==> config.mk <==
export PLATFORM = sky130hd
export DESIGN_NAME = fetch_unit_flat
export DESIGN_NICKNAME = d
export VERILOG_FILES = /design/src/rtl/fetch_unit_pkg.sv /design/src/rtl/fetch_unit_if.sv /design/src/rtl/fetch_unit_buffer.sv /design/src/rtl/fetch_unit.sv /design/src/flat_wrapper.sv
export SDC_FILE = /design/constraint.sdc
export NUM_CORES = 1
export LEC_CHECK = 0
export ABC_AREA = 1
export BUFFER_PORTS_ARGS = -buffer_cell sky130_fd_sc_hd__buf_2
export CORE_AREA = 8 8 134 136
export CTS_CLUSTER_SIZE = 14
export DETAILED_ROUTE_END_ITERATION = 16
export DIE_AREA = 0 0 142 144
export GPL_TIMING_DRIVEN = 0
export PLACE_DENSITY = 0.94
export REMOVE_ABC_BUFFERS = 1
export SETUP_SLACK_MARGIN = 0.3
export SLEW_MARGIN = 20
export SYNTH_ARGS = -nofsm -noshare
export SYNTH_HDL_FRONTEND = slang
export SYNTH_SLANG_ARGS = --single-unit
==> constraint.sdc <==
create_clock -name clk -period 7.2 [get_ports clk]
set_clock_uncertainty 0.05 [all_clocks]
set_input_delay 0.72 -clock clk [delete_from_list [all_inputs] [get_ports clk]]
set_output_delay 0.72 -clock clk [all_outputs]
set_load 0.03 [all_outputs]
==> src/rtl/fetch_unit_pkg.sv <==
// -----------------------------------------------------------------------------
// fetch_unit_pkg
//   Shared types and constants for the instruction fetch stage.
//   XLEN             : machine word / PC width
//   RESET_PC_DEFAULT : default first fetch PC
//   fetch_entry_t    : one buffered instruction together with its PC
//   pc_next()        : sequential PC step (modulo 2^XLEN)
// -----------------------------------------------------------------------------
package fetch_unit_pkg;

    localparam int XLEN = 32;
    localparam logic [XLEN-1:0] RESET_PC_DEFAULT = 32'h0000_0000;

    typedef struct packed {
        logic [XLEN-1:0] inst;
        logic [XLEN-1:0] pc;
    } fetch_entry_t;

    // Plain 32-bit add, so 32'hFFFF_FFFC steps to 0.
    function automatic logic [XLEN-1:0] pc_next(input logic [XLEN-1:0] pc);
        return pc + 32'd4;
    endfunction

endpackage

==> src/rtl/fetch_unit_if.sv <==
// -----------------------------------------------------------------------------
// fetch_unit_if
//   Bundles the fetch stage's neighbours: branch-unit redirect, imem request /
//   response channels and the decode-side instruction channel.
//   modport master : fetch_unit view
//   modport slave  : environment view (branch unit + imem + decode)
//   With FETCH_MISALIGN_CHECK_EN defined, fetch_misaligned is carried too.
// -----------------------------------------------------------------------------
interface fetch_unit_if;
    import fetch_unit_pkg::*;

    logic            redirect_valid;
    logic [XLEN-1:0] redirect_target;
    logic            imem_req_valid;
    logic            imem_req_ready;
    logic [XLEN-1:0] imem_req_addr;
    logic            imem_rsp_valid;
    logic [XLEN-1:0] imem_rsp_data;
    logic            inst_valid;
    logic            inst_ready;
    logic [XLEN-1:0] inst;
    logic [XLEN-1:0] inst_pc;
`ifdef FETCH_MISALIGN_CHECK_EN
    logic            fetch_misaligned;

    modport master (
        input  redirect_valid, redirect_target, imem_req_ready,
               imem_rsp_valid, imem_rsp_data, inst_ready,
        output imem_req_valid, imem_req_addr, inst_valid, inst, inst_pc,
               fetch_misaligned
    );
    modport slave (
        output redirect_valid, redirect_target, imem_req_ready,
               imem_rsp_valid, imem_rsp_data, inst_ready,
        input  imem_req_valid, imem_req_addr, inst_valid, inst, inst_pc,
               fetch_misaligned
    );
`else
    modport master (
        input  redirect_valid, redirect_target, imem_req_ready,
               imem_rsp_valid, imem_rsp_data, inst_ready,
        output imem_req_valid, imem_req_addr, inst_valid, inst, inst_pc
    );
    modport slave (
        output redirect_valid, redirect_target, imem_req_ready,
               imem_rsp_valid, imem_rsp_data, inst_ready,
        input  imem_req_valid, imem_req_addr, inst_valid, inst, inst_pc
    );
`endif

endinterface

==> src/rtl/fetch_unit_buffer.sv <==
// -----------------------------------------------------------------------------
// fetch_unit_buffer
//   Registered FIFO of fetch_entry_t between imem responses and decode.
//   No bypass: a push is visible at the head the cycle after.
//   clk, reset   : clock, synchronous active-high reset
//   push_i/data_i: enqueue (caller guarantees space, or a same-cycle pop)
//   pop_i        : dequeue head (caller guarantees non-empty)
//   flush_i      : drop all entries; wins over push/pop
//   head_o       : head entry, zero when empty
//   count_o      : occupancy
// -----------------------------------------------------------------------------
module fetch_unit_buffer
    import fetch_unit_pkg::*;
#(
    parameter int DEPTH = 2,
    localparam int PTR_W = $clog2(DEPTH),
    localparam int CNT_W = $clog2(DEPTH + 1)
) (
    input  logic               clk,
    input  logic               reset,
    input  logic               push_i,
    input  fetch_entry_t       push_data_i,
    input  logic               pop_i,
    input  logic               flush_i,
    output fetch_entry_t       head_o,
    output logic [CNT_W-1:0]   count_o
);

    fetch_entry_t     mem_q [DEPTH];
    logic [PTR_W-1:0] wr_ptr_q, rd_ptr_q;
    logic [CNT_W-1:0] count_q;

    // Storage carries no reset; occupancy alone defines validity.
    always_ff @(posedge clk) begin
        if (push_i && !flush_i)
            mem_q[wr_ptr_q] <= push_data_i;
    end

    // DEPTH is a power of two, so pointers wrap by overflow.
    always_ff @(posedge clk) begin
        if (reset || flush_i) begin
            wr_ptr_q <= '0;
            rd_ptr_q <= '0;
            count_q  <= '0;
        end else begin
            if (push_i) wr_ptr_q <= wr_ptr_q + 1'b1;
            if (pop_i)  rd_ptr_q <= rd_ptr_q + 1'b1;
            count_q <= count_q + CNT_W'(push_i) - CNT_W'(pop_i);
        end
    end

    assign head_o  = (count_q != '0) ? mem_q[rd_ptr_q] : '0;
    assign count_o = count_q;

endmodule

==> src/rtl/fetch_unit.sv <==
// -----------------------------------------------------------------------------
// fetch_unit
//   Instruction fetch stage: owns the PC, issues word requests to imem,
//   buffers returned instructions for decode, and restarts on a branch
//   redirect while discarding responses to fetches already in flight.
//   clk, reset : clock, synchronous active-high reset
//   bus        : fetch_unit_if.master (redirect, imem req/rsp, decode channel)
//   Build option FETCH_MISALIGN_CHECK_EN: a redirect to a non-word-aligned
//   target raises sticky fetch_misaligned and halts issue until the next
//   aligned redirect or reset. Without it the target's low two bits are
//   cleared before use.
// -----------------------------------------------------------------------------
module fetch_unit
    import fetch_unit_pkg::*;
#(
    parameter logic [31:0] RESET_PC        = RESET_PC_DEFAULT,
    parameter int          BUF_DEPTH       = 2,
    parameter int          MAX_OUTSTANDING = 2
) (
    input  logic         clk,
    input  logic         reset,
    fetch_unit_if.master bus
);

    localparam int CNT_W  = $clog2(MAX_OUTSTANDING + 1);
    localparam int BCNT_W = $clog2(BUF_DEPTH + 1);

    // live: in flight and wanted; drop: in flight but killed by a redirect.
    logic [XLEN-1:0]   pc_q, pc_d;
    logic [XLEN-1:0]   rsp_pc_q, rsp_pc_d;
    logic [CNT_W-1:0]  live_cnt_q, live_cnt_d;
    logic [CNT_W-1:0]  drop_cnt_q, drop_cnt_d;

    logic [XLEN-1:0]   tgt;
    logic              issue_block;
    logic [31:0]       credit_used, inflight;
    logic              req_valid, req_fire;
    logic              rsp_drop, rsp_live;
    logic              buf_push, buf_pop;
    fetch_entry_t      buf_head, push_entry;
    logic [BCNT_W-1:0] buf_cnt;

`ifdef FETCH_MISALIGN_CHECK_EN
    logic misaligned_q;

    assign tgt         = bus.redirect_target;
    assign issue_block = misaligned_q;

    always_ff @(posedge clk) begin
        if (reset)
            misaligned_q <= 1'b0;
        else if (bus.redirect_valid)
            misaligned_q <= (bus.redirect_target[1:0] != 2'b00);
    end

    assign bus.fetch_misaligned = misaligned_q;
`else
    assign tgt         = {bus.redirect_target[XLEN-1:2], 2'b00};
    assign issue_block = 1'b0;
`endif

    // Every live request already owns a buffer slot, so a response can
    // always be sunk even though imem has no backpressure.
    assign credit_used = 32'(live_cnt_q) + 32'(buf_cnt);
    assign inflight    = 32'(live_cnt_q) + 32'(drop_cnt_q);

    assign req_valid = !reset && !bus.redirect_valid && !issue_block
                    && (credit_used < 32'(BUF_DEPTH))
                    && (inflight < 32'(MAX_OUTSTANDING));
    assign req_fire  = req_valid && bus.imem_req_ready;

    // Responses are in order, so killed ones always come first.
    assign rsp_drop = bus.imem_rsp_valid && (drop_cnt_q != '0);
    assign rsp_live = bus.imem_rsp_valid && (drop_cnt_q == '0);

    assign buf_push   = rsp_live && !bus.redirect_valid;
    assign buf_pop    = bus.inst_valid && bus.inst_ready && !bus.redirect_valid;
    assign push_entry = '{inst: bus.imem_rsp_data, pc: rsp_pc_q};

    always_comb begin
        pc_d       = pc_q;
        rsp_pc_d   = rsp_pc_q;
        live_cnt_d = live_cnt_q;
        drop_cnt_d = drop_cnt_q;
        if (bus.redirect_valid) begin
            pc_d       = tgt;
            rsp_pc_d   = tgt;
            live_cnt_d = '0;
            // A response landing now is discarded whether it was live or
            // already dropped, so it comes off the combined total.
            drop_cnt_d = drop_cnt_q + live_cnt_q - CNT_W'(bus.imem_rsp_valid);
        end else begin
            if (req_fire) pc_d     = pc_next(pc_q);
            if (rsp_live) rsp_pc_d = pc_next(rsp_pc_q);
            live_cnt_d = live_cnt_q + CNT_W'(req_fire) - CNT_W'(rsp_live);
            drop_cnt_d = drop_cnt_q - CNT_W'(rsp_drop);
        end
    end

    always_ff @(posedge clk) begin
        if (reset) begin
            pc_q       <= RESET_PC;
            rsp_pc_q   <= RESET_PC;
            live_cnt_q <= '0;
            drop_cnt_q <= '0;
        end else begin
            pc_q       <= pc_d;
            rsp_pc_q   <= rsp_pc_d;
            live_cnt_q <= live_cnt_d;
            drop_cnt_q <= drop_cnt_d;
        end
    end

    fetch_unit_buffer #(.DEPTH(BUF_DEPTH)) u_buf (
        .clk         (clk),
        .reset       (reset),
        .push_i      (buf_push),
        .push_data_i (push_entry),
        .pop_i       (buf_pop),
        .flush_i     (bus.redirect_valid),
        .head_o      (buf_head),
        .count_o     (buf_cnt)
    );

    assign bus.imem_req_valid = req_valid;
    assign bus.imem_req_addr  = pc_q;
    assign bus.inst_valid     = (buf_cnt != '0);
    assign bus.inst           = buf_head.inst;
    assign bus.inst_pc        = buf_head.pc;

endmodule

==> src/flat_wrapper.sv <==
// flat-port wrapper written by rule: the top's interface ports become plain ports
module fetch_unit_flat import fetch_unit_pkg::*;
#(
    parameter logic [31:0] RESET_PC        = RESET_PC_DEFAULT,
    parameter int          BUF_DEPTH       = 2,
    parameter int          MAX_OUTSTANDING = 2
)
  (clk, reset, bus_redirect_valid, bus_redirect_target, bus_imem_req_ready, bus_imem_rsp_valid, bus_imem_rsp_data, bus_inst_ready, bus_imem_req_valid, bus_imem_req_addr, bus_inst_valid, bus_inst, bus_inst_pc);
  fetch_unit_if bus_i ();
  input  logic clk;
  input  logic reset;
  input wire logic [$bits(bus_i.redirect_valid)-1:0] bus_redirect_valid;
  input wire logic [$bits(bus_i.redirect_target)-1:0] bus_redirect_target;
  input wire logic [$bits(bus_i.imem_req_ready)-1:0] bus_imem_req_ready;
  input wire logic [$bits(bus_i.imem_rsp_valid)-1:0] bus_imem_rsp_valid;
  input wire logic [$bits(bus_i.imem_rsp_data)-1:0] bus_imem_rsp_data;
  input wire logic [$bits(bus_i.inst_ready)-1:0] bus_inst_ready;
  output wire logic [$bits(bus_i.imem_req_valid)-1:0] bus_imem_req_valid;
  output wire logic [$bits(bus_i.imem_req_addr)-1:0] bus_imem_req_addr;
  output wire logic [$bits(bus_i.inst_valid)-1:0] bus_inst_valid;
  output wire logic [$bits(bus_i.inst)-1:0] bus_inst;
  output wire logic [$bits(bus_i.inst_pc)-1:0] bus_inst_pc;
  assign bus_i.redirect_valid = bus_redirect_valid;
  assign bus_i.redirect_target = bus_redirect_target;
  assign bus_i.imem_req_ready = bus_imem_req_ready;
  assign bus_i.imem_rsp_valid = bus_imem_rsp_valid;
  assign bus_i.imem_rsp_data = bus_imem_rsp_data;
  assign bus_i.inst_ready = bus_inst_ready;
  assign bus_imem_req_valid = bus_i.imem_req_valid;
  assign bus_imem_req_addr = bus_i.imem_req_addr;
  assign bus_inst_valid = bus_i.inst_valid;
  assign bus_inst = bus_i.inst;
  assign bus_inst_pc = bus_i.inst_pc;
  fetch_unit #(.RESET_PC(RESET_PC), .BUF_DEPTH(BUF_DEPTH), .MAX_OUTSTANDING(MAX_OUTSTANDING)) u_core (.clk(clk), .reset(reset), .bus(bus_i));
endmodule
### Word-level counts from Yosys, hierarchy flattened

Memories as Yosys holds them, arrays and structs flattened. A register that Yosys moved wholly into a read port is not among the register bits.
Index checks and enable logic that the tools add are counted.
Widths: inputs -> output; s select.

* mux-type cells: 10
* add/sub/neg operators: 13
* shifts and indexed selects: 0
* bitwise operators: 0
* multipliers: 0
* equal/unequal tests: 0
* order comparisons: 2
* reductions and logical operators: 19
* div/mod/pow operators: 0

Operator list (count)
* $mux 32: 4
* $add 32x3->32 const B: 2
* $lt 32x2->1 const B: 2
* $mux 64: 1
* $logic_and 1x1->1: 10
* $reduce_bool 2->1: 4
* $sub 2x1->2: 4
* $add 2x2->3: 2
* $add 2x1->2: 2
* $mux 1: 4
* $add 1x1->1 const B: 2
* $add 2x2->2: 1
* $logic_not 1->1: 2
* $logic_not 2->1: 1
* $mux 2: 1
* $reduce_or 2->1: 1
* $logic_or 1x1->1: 1

* memories: 1
* latch bits: 0
* bits in writable memories: 128
* word-level logic and storage cells: 54
* ROM bits: 0
* register bits: 72
* input port bits: 70

Memories
* u_core.u_buf.mem_q: depth 2, width 64, rd ports 1, clocked after memory_dff 1, wr ports 1, line fetch_unit_buffer.sv:29 `fetch_entry_t mem_q [DEPTH];`

### Logic depth before layout (Yosys ltp)

Gate-level depths: netlist (run 1).

* word-level depth: 7
* gate-level depth with buffers: 14

### By module

Synthesis (run 1) repeated with hierarchy kept, for this count alone.

* cells, all modules: 1111
* area, all modules: 9805.7 um2

Modules (own cells, without submodules)
* fetch_unit_buffer: area an instance 5148.7 um2, cells each 370, seq. area each 3943.8 um2, times used 1
* fetch_unit: area an instance 4657.0 um2, cells each 741, seq. area each 1281.2 um2, times used 1

### Worst setup path after synthesis (run 1)

OpenSTA, ideal clock, no wires.

* path type: input to register
* start: in bus_imem_rsp_valid
* end: mem u_core.u_buf.mem_q[0][10] (netlist name) (enable)
* path buffers: 0
* stages on the path: 4
* arrival time: 3823 ps
* slack: 2843 ps
* setup time: 484 ps
* data required time: 6666 ps
* cell sequence: nand3_1 > nor2_1 > inv_1 > nor2_1

* longest elaborated chain between the ends: 5

Ends and longest elaborated chain
* start: declaration: line flat_wrapper.sv:15 `input wire logic [$bits(bus_i.imem_rsp_valid)-1:0] bus_imem_rsp_valid;`
* $logic_and 1x1->1: line fetch_unit.sv:74 `assign rsp_live = bus.imem_rsp_valid && (drop_cnt_q == '0);`
* $logic_and 1x1->1: line fetch_unit.sv:76 `assign buf_push = rsp_live && !bus.redirect_valid;`
* $logic_and 1x1->1: line fetch_unit_buffer.sv:35 `if (push_i && !flush_i)`
* $mux 1: line fetch_unit_buffer.sv:35
* $mux 1 (not written as such): line fetch_unit_buffer.sv:36 `mem_q[wr_ptr_q] <= push_data_i;`
* end: declaration: line fetch_unit_buffer.sv:29

No other way between the ends.

==> results of run 1 <==
[area by class of cell]
class / instances / share of cell area (%)
Sequential cell: 193 / 46.6
Tap cell: 220 / 2.51
Timing Repair Buffer: 168 / 8.96
Clock inverter: 15 / 1.67
Clock buffer: 17 / 3.88
Inverter: 100 / 3.45
Multi-Input combinational cell: 781 / 32.9
[cell usage in the layout (no fill, tap or decap), drive strengths merged, types with 3 or more instances in the layout]
cell,instances
a21oi,118
a31oi,12
buf,168
clkbuf,17
clkinv,3
conb,4
dfxtp,69
edfxtp,124
ha,10
inv,110
nand2,378
nand3,57
nand3b,3
nand4,3
nor2,115
nor3,6
o21ai,44
xnor2,9
xor2,15
[kinds of logic after synthesis]
| kind of cell | count (synthesis) | share of synthesized area, % |
|---|---|---|
| other | 1 | 0.0405 |
| adders and majority gates | 12 | 1.78 |
| AOI/OAI and AO/OA | 177 | 9.82 |
| DFF | 193 | 55.2 |
| xor gates and xnor gates | 24 | 2.27 |
| buffers and inverters | 143 | 6.21 |
| and+or+nand+nor | 564 | 24.7 |
[through the flow]
| step | hold slack (ns) | TNS [ns] | util (%) |
|---|---|---|---|
| final | 0.421 | 0 | 68.3 |
| after global routing | 0.412 | 0 | 68.3 |
| after CTS | 0.411 | 0 | 68.3 |
| after detailed placement | 0.417 | 0 | 64.5 |
| after global placement | 0.406 | -4.46 | 63.2 |
| after floorplan | 0.397 | 0 | - |
[sequential cells by signal, summed over array words and instances, names as in the netlist, named ones only]
name / flops
u_core.u_buf.mem_q: 124
u_core.bus.imem_req_addr: 30
u_core.rsp_pc_q: 30
u_core.drop_cnt_q: 2
u_core.live_cnt_q: 2
u_core.u_buf.count_o: 2
u_core.u_buf.rd_ptr_q: 1
u_core.u_buf.wr_ptr_q: 1
[worst paths after layout]
kind              depth (start not counted)  slack, ns                                from                                   to
setup / recovery                          4       3.98                           flip-flop                      bus_inst_pc[11]
hold / removal                            1       0.42               bus_imem_rsp_data[23]  u_core.u_buf.mem_q[1][55]$_DFFE_PP_
setup reg to reg                          7       4.41     u_core.drop_cnt_q[1]$_SDFF_PP0_  u_core.u_buf.mem_q[0][16]$_DFFE_PP_
hold reg to reg                           2       0.43  u_core.u_buf.rd_ptr_q$_SDFFE_PP0P_   u_core.u_buf.rd_ptr_q$_SDFFE_PP0P_
[report_power, final]
group / switching [mW] / leakage [nW] / internal, mW
clock network: 0.443 / 0.303 / 0.530
logic: 0.217 / 2.56 / 0.104
registers: 0.0546 / 1.71 / 1.24
total: 0.715 / 4.57 / 1.87
[layer usage]
layer	up-vias	part of all wire, %	track usage [%]	routed length (µm)
met5	-	0.053	0	13
met4	2	2.6	9.84	633
met3	63	10	5.02	2490
met2	468	48	41.4	11800
met1	3761	40	30.0	9810
li1	3934	-	-	-
==> flow_summary.toml, run 1 <==
[clock_tree]
cts_setup_buffers = 0
root_buffer = "clkbuf_16"
clock-sinks = 193
clk_pin_slew_ns = 0.07
numCtsBuffers = 17
clock_path_buffers = 2
post_cts_resized = 0
cts_hold_buf = 0
cts_max_level = 4
cts_tree = "yes"
clkLatencyLatePin_ns = 0.44

[power]
cellPowerDensity_mw_per_mm2 = 236
ir_worst_vdd_mv = 0.189
leakagePower_nw = 4.57
power_mw = 2.59

[timing]
setup-violations-final = 0
hold_viol_final = 0
drv_slew = 0
rsz0062_at_grt = "no"
slew_headroom_pct = 28.3
finalCriticalPeriod_ns = 3.22
clock.fmax_ghz = 0.311
period_share_pct = 44.7
tightestPinTransition_ns = 1.08
setup_ws_ns = 3.98

[floorplan]
pin_count = 168
die_w_um = 142
dieArea_mm2 = 0.0204
start_util_pct = 57.6
core_mm2 = 0.0161
rows = 47
die_h_um = 144

[synth]
ys.flop_type = "edfxtp_1"
ys_ff_latch = 193
yosysMostFrequentCell = "nand2_1"
synthTopCellsByArea = "edfxtp_1, nand2_1, dfxtp_1"
synth_warnings = 0
synth_edf_count = 124
yosys.area.top_type = "edfxtp_1"
netlist_instances = 1114
synth.distinct_cells = 32
synth_common_cells = "nand2_1, edfxtp_1, a21oi_1"
synth_top_area_share_pct = 40.2
yosysSeqAreaShare_pct = 55.2
ys_async_sr_fraction_pct = 0
synth.avg_cell_area_um2 = 8.31
syn-cell-area_mm2 = 0.00925

[finish]
multiInputGateArea_mm2 = 0.00361
fin_area_mm2 = 0.0110
finalNonFillerCells = 1494
final-seq-area_mm2 = 0.00511
area_growth_syn_to_layout_pct = 18.5
drive_gt1_share_pct = 17.6
diodes = 0
layout.nets = 1343
fill_cells = 1248

[setup_path]
cp-end-kind = "primary output"
cpPeakStageDelay_ns = 0.85
arrival_ns = 2.45
critical_path_buf_inv_count = 2
cp.required_ns = 6.43
path_delay_family = "buffers and inverters"
cp-start-kind = "flip-flop"
cpMaxStageDelayCell = "inv_2"
crit_fanout = 63
path_cells = "inv_2, nand2_1, a21oi_1, buf_2"
crit_type = "reg2out"

[place]
pre_cts_ws_ns = 3.85
dpl-instance-area_mm2 = 0.0104
io_buffers = 161
gp_congestion = 1.01
dp_cells = 1462
post-dp-hpwl_um = 17500

[drt]
wl_per_cell_um = 16.6
antenna_left = 0
drt_iter0_markers = 791
drt_wl_total_um = 24800
vias = 8228
viasPerCell = 5.51
drt_first_pass_iters = 5
drc = 0

[global_routing]
grt_max_degree = 64
antenna_found_initial = 1
grt_overflow = 0
grt_pass1_wl_um = 39300
grt_use_total_pct = 24.4
grt_pass1_vias = 7978

[status]
run_status = "finished clean"

[job]
drv_cap = 0

[min_path]
holdCritPathClass = "in2reg"
Note: power is estimated with default switching activity, not from simulation.
==> run 2: changes to the inputs <==
CORE_AREA = 8 8 144 146   (was 8 8 134 136)
DIE_AREA = 0 0 152 154   (was 0 0 142 144)
PLACE_DENSITY = 0.87   (was 0.94)
clock period = 2.9 ns   (was 7.2 ns; I/O delays follow)
==> flow_summary.toml, run 2 (synthesis gave the netlist of run 1 again) <==
[setup_path]
arrival_ns = 2.78
crit_fanout = 27
cpMaxStageDelayCell = "dfxtp_1"
crit_path_frequent_cell = "nand2_1"
cp-start-kind = "flip-flop"
cp.required_ns = 3.21
crit_type = "reg2reg"
cpPeakStageDelay_ns = 0.50
path_cells = "nand2_1, inv_1, fa_1, nor2_1, nand2_1, nor2_4, nand2_4, inv_2, ha_1, nand2_1, a21oi_1"
path_delay_family = "adder cells"
critical_path_buf_inv_count = 2
cp-end-kind = "flip-flop"
rrSetupSlack_ns = 0.43

[drt]
drt_iter0_markers = 649
antenna_left = 0
drc = 0
drt_wl_total_um = 25600
viasPerCell = 5.37
drt_first_pass_iters = 6
vias = 8277
wl_per_cell_um = 16.6

[timing]
tightestPinTransition_ns = 1.07
clock.fmax_ghz = 0.405
finalCriticalPeriod_ns = 2.47
period_share_pct = 85.2
setup-violations-final = 0
drv_slew = 0
rsz0062_at_grt = "yes"
hold_viol_final = 0
setup_ws_ns = 0.429
slew_headroom_pct = 28.8

[global_routing]
grt_pass1_vias = 7885
antenna_found_initial = 0
grt_use_total_pct = 21.1
grt_max_degree = 64
grt_pass1_wl_um = 40200
grt_overflow = 0

[power]
power_frac_seq_pct = 50.6
p_switching_mw = 1.78
switching_share_pct = 28.1
cellPowerDensity_mw_per_mm2 = 565
combPwrFrac_pct = 13.0
clockPowerShare_pct = 36.4
power_mw = 6.35
leakagePower_nw = 4.67
internal-power_mw = 4.57
ir_worst_vdd_mv = 0.442

[finish]
area_growth_syn_to_layout_pct = 21.6
regMostFlops = "u_core.u_buf.mem_q"
layout.nets = 1376
diodes = 0
final_common_cell = "nand2_1"
largest_reg_flops = 124
final_core_util_pct = 60.9
drive_gt1_share_pct = 17.1
fin_area_mm2 = 0.0112
mostFrequentLayoutCells = "nand2_1, buf_2, edfxtp_1, a21oi_1, nor2_1"

[status]
run_status = "finished clean"

[clock_tree]
clk_pin_slew_ns = 0.08
root_buffer = "clkbuf_16"
clock_path_buffers = 2
clock-sinks = 193
clkLatencyLatePin_ns = 0.44
cts_tree = "yes"
cts_max_level = 4
numCtsBuffers = 17

[place]
gp_congestion = 0.894
pre_cts_ws_ns = -0.0571
io_buffers = 161
post-dp-hpwl_um = 17100
dpl-instance-area_mm2 = 0.0103

[floorplan]
die_h_um = 154
pin_count = 168
dieArea_mm2 = 0.0234
core_mm2 = 0.0185
start_util_pct = 50.1
die_w_um = 152
rows = 50

[min_path]
holdCritPathClass = "in2reg"

[job]
drv_cap = 0
## run 2: changes by cell type in the layout (fill, tap and decap cells not counted), moves of 3 or more
cell | previous run | this run
clkinv_4 | 2 | 6
dlygate4sd3_1 | 0 | 32
inv_6 | 5 | 2
buf_16 | 6 | 2
buf_12 | 0 | 4
## run 2: per-stage QoR
stage	hold WS, ns	cells	setup TNS (ns)
after global placement	0.408	1469	-576.04
after CTS	0.0645	1539	0
after floorplan	0.309	1074	-245.71
after global routing	0.101	1541	0
final	0.0836	1541	0
after detailed placement	0.431	1475	-0.147
## run 2: worst reg2reg max path: cells and delay by family, from the launching register on
kind / cells / cell delay, ns
simple gates: 6 / 0.57
fa+ha+maj: 2 / 0.67
buf+inv: 2 / 0.47
flops: 1 / 0.50
compound gates: 1 / 0.16
## run 2: power by group through the flow
stage	Clock (mW)	Sequential, mW	Combinational (mW)
floorplan	0	3.29	0.443
detailed placement	0	3.27	0.776
global route	2.45	3.23	0.904
global placement	0	3.27	0.726
finish	2.31	3.21	0.824
CTS	2.35	3.21	0.815
## run 2: layout make-up
type	count	area, µm²
inverters	100	380
multi-input cells	782	3620
clock inverters	15	149
flip-flops and latches	193	5110
repair buffers	200	1270
well taps	234	293
fillers	1558	7210
clock buffers	17	425
## run 2: final timing paths
kind	endpoint	depth (start not counted)	startpoint
setup / recovery	u_core.live_cnt_q[1]$_SDFF_PP0_	11	u_core.u_buf.count_o[0]$_SDFF_PP0_
hold / removal	u_core.bus.imem_req_addr[27]$_SDFFE_PP0P_	3	bus_redirect_target[27]
setup reg to reg	u_core.live_cnt_q[1]$_SDFF_PP0_	11	u_core.u_buf.count_o[0]$_SDFF_PP0_
hold reg to reg	flip-flop	2	u_core.u_buf.rd_ptr_q$_SDFFE_PP0P_
## run 2: layer usage
metal,GRT usage (%),routed length [µm],part of all wire (%)
met5,0,0,0
met4,7.28,563,2.2
met2,34.7,12000,47
met3,4.62,1970,7.7
met1,27.1,11100,43
## run 2: repair_timing
item | 4_1_cts | 5_1_grt
pin swaps | 0 | 1
hold buffers | 32 | 0
gates resized for setup | 1 | 1
gates cloned | 0 | 1
hold endpoints to repair | 64 | 0
setup buffers | 0 | 1
endpoints found under the setup margin | 62 | 35
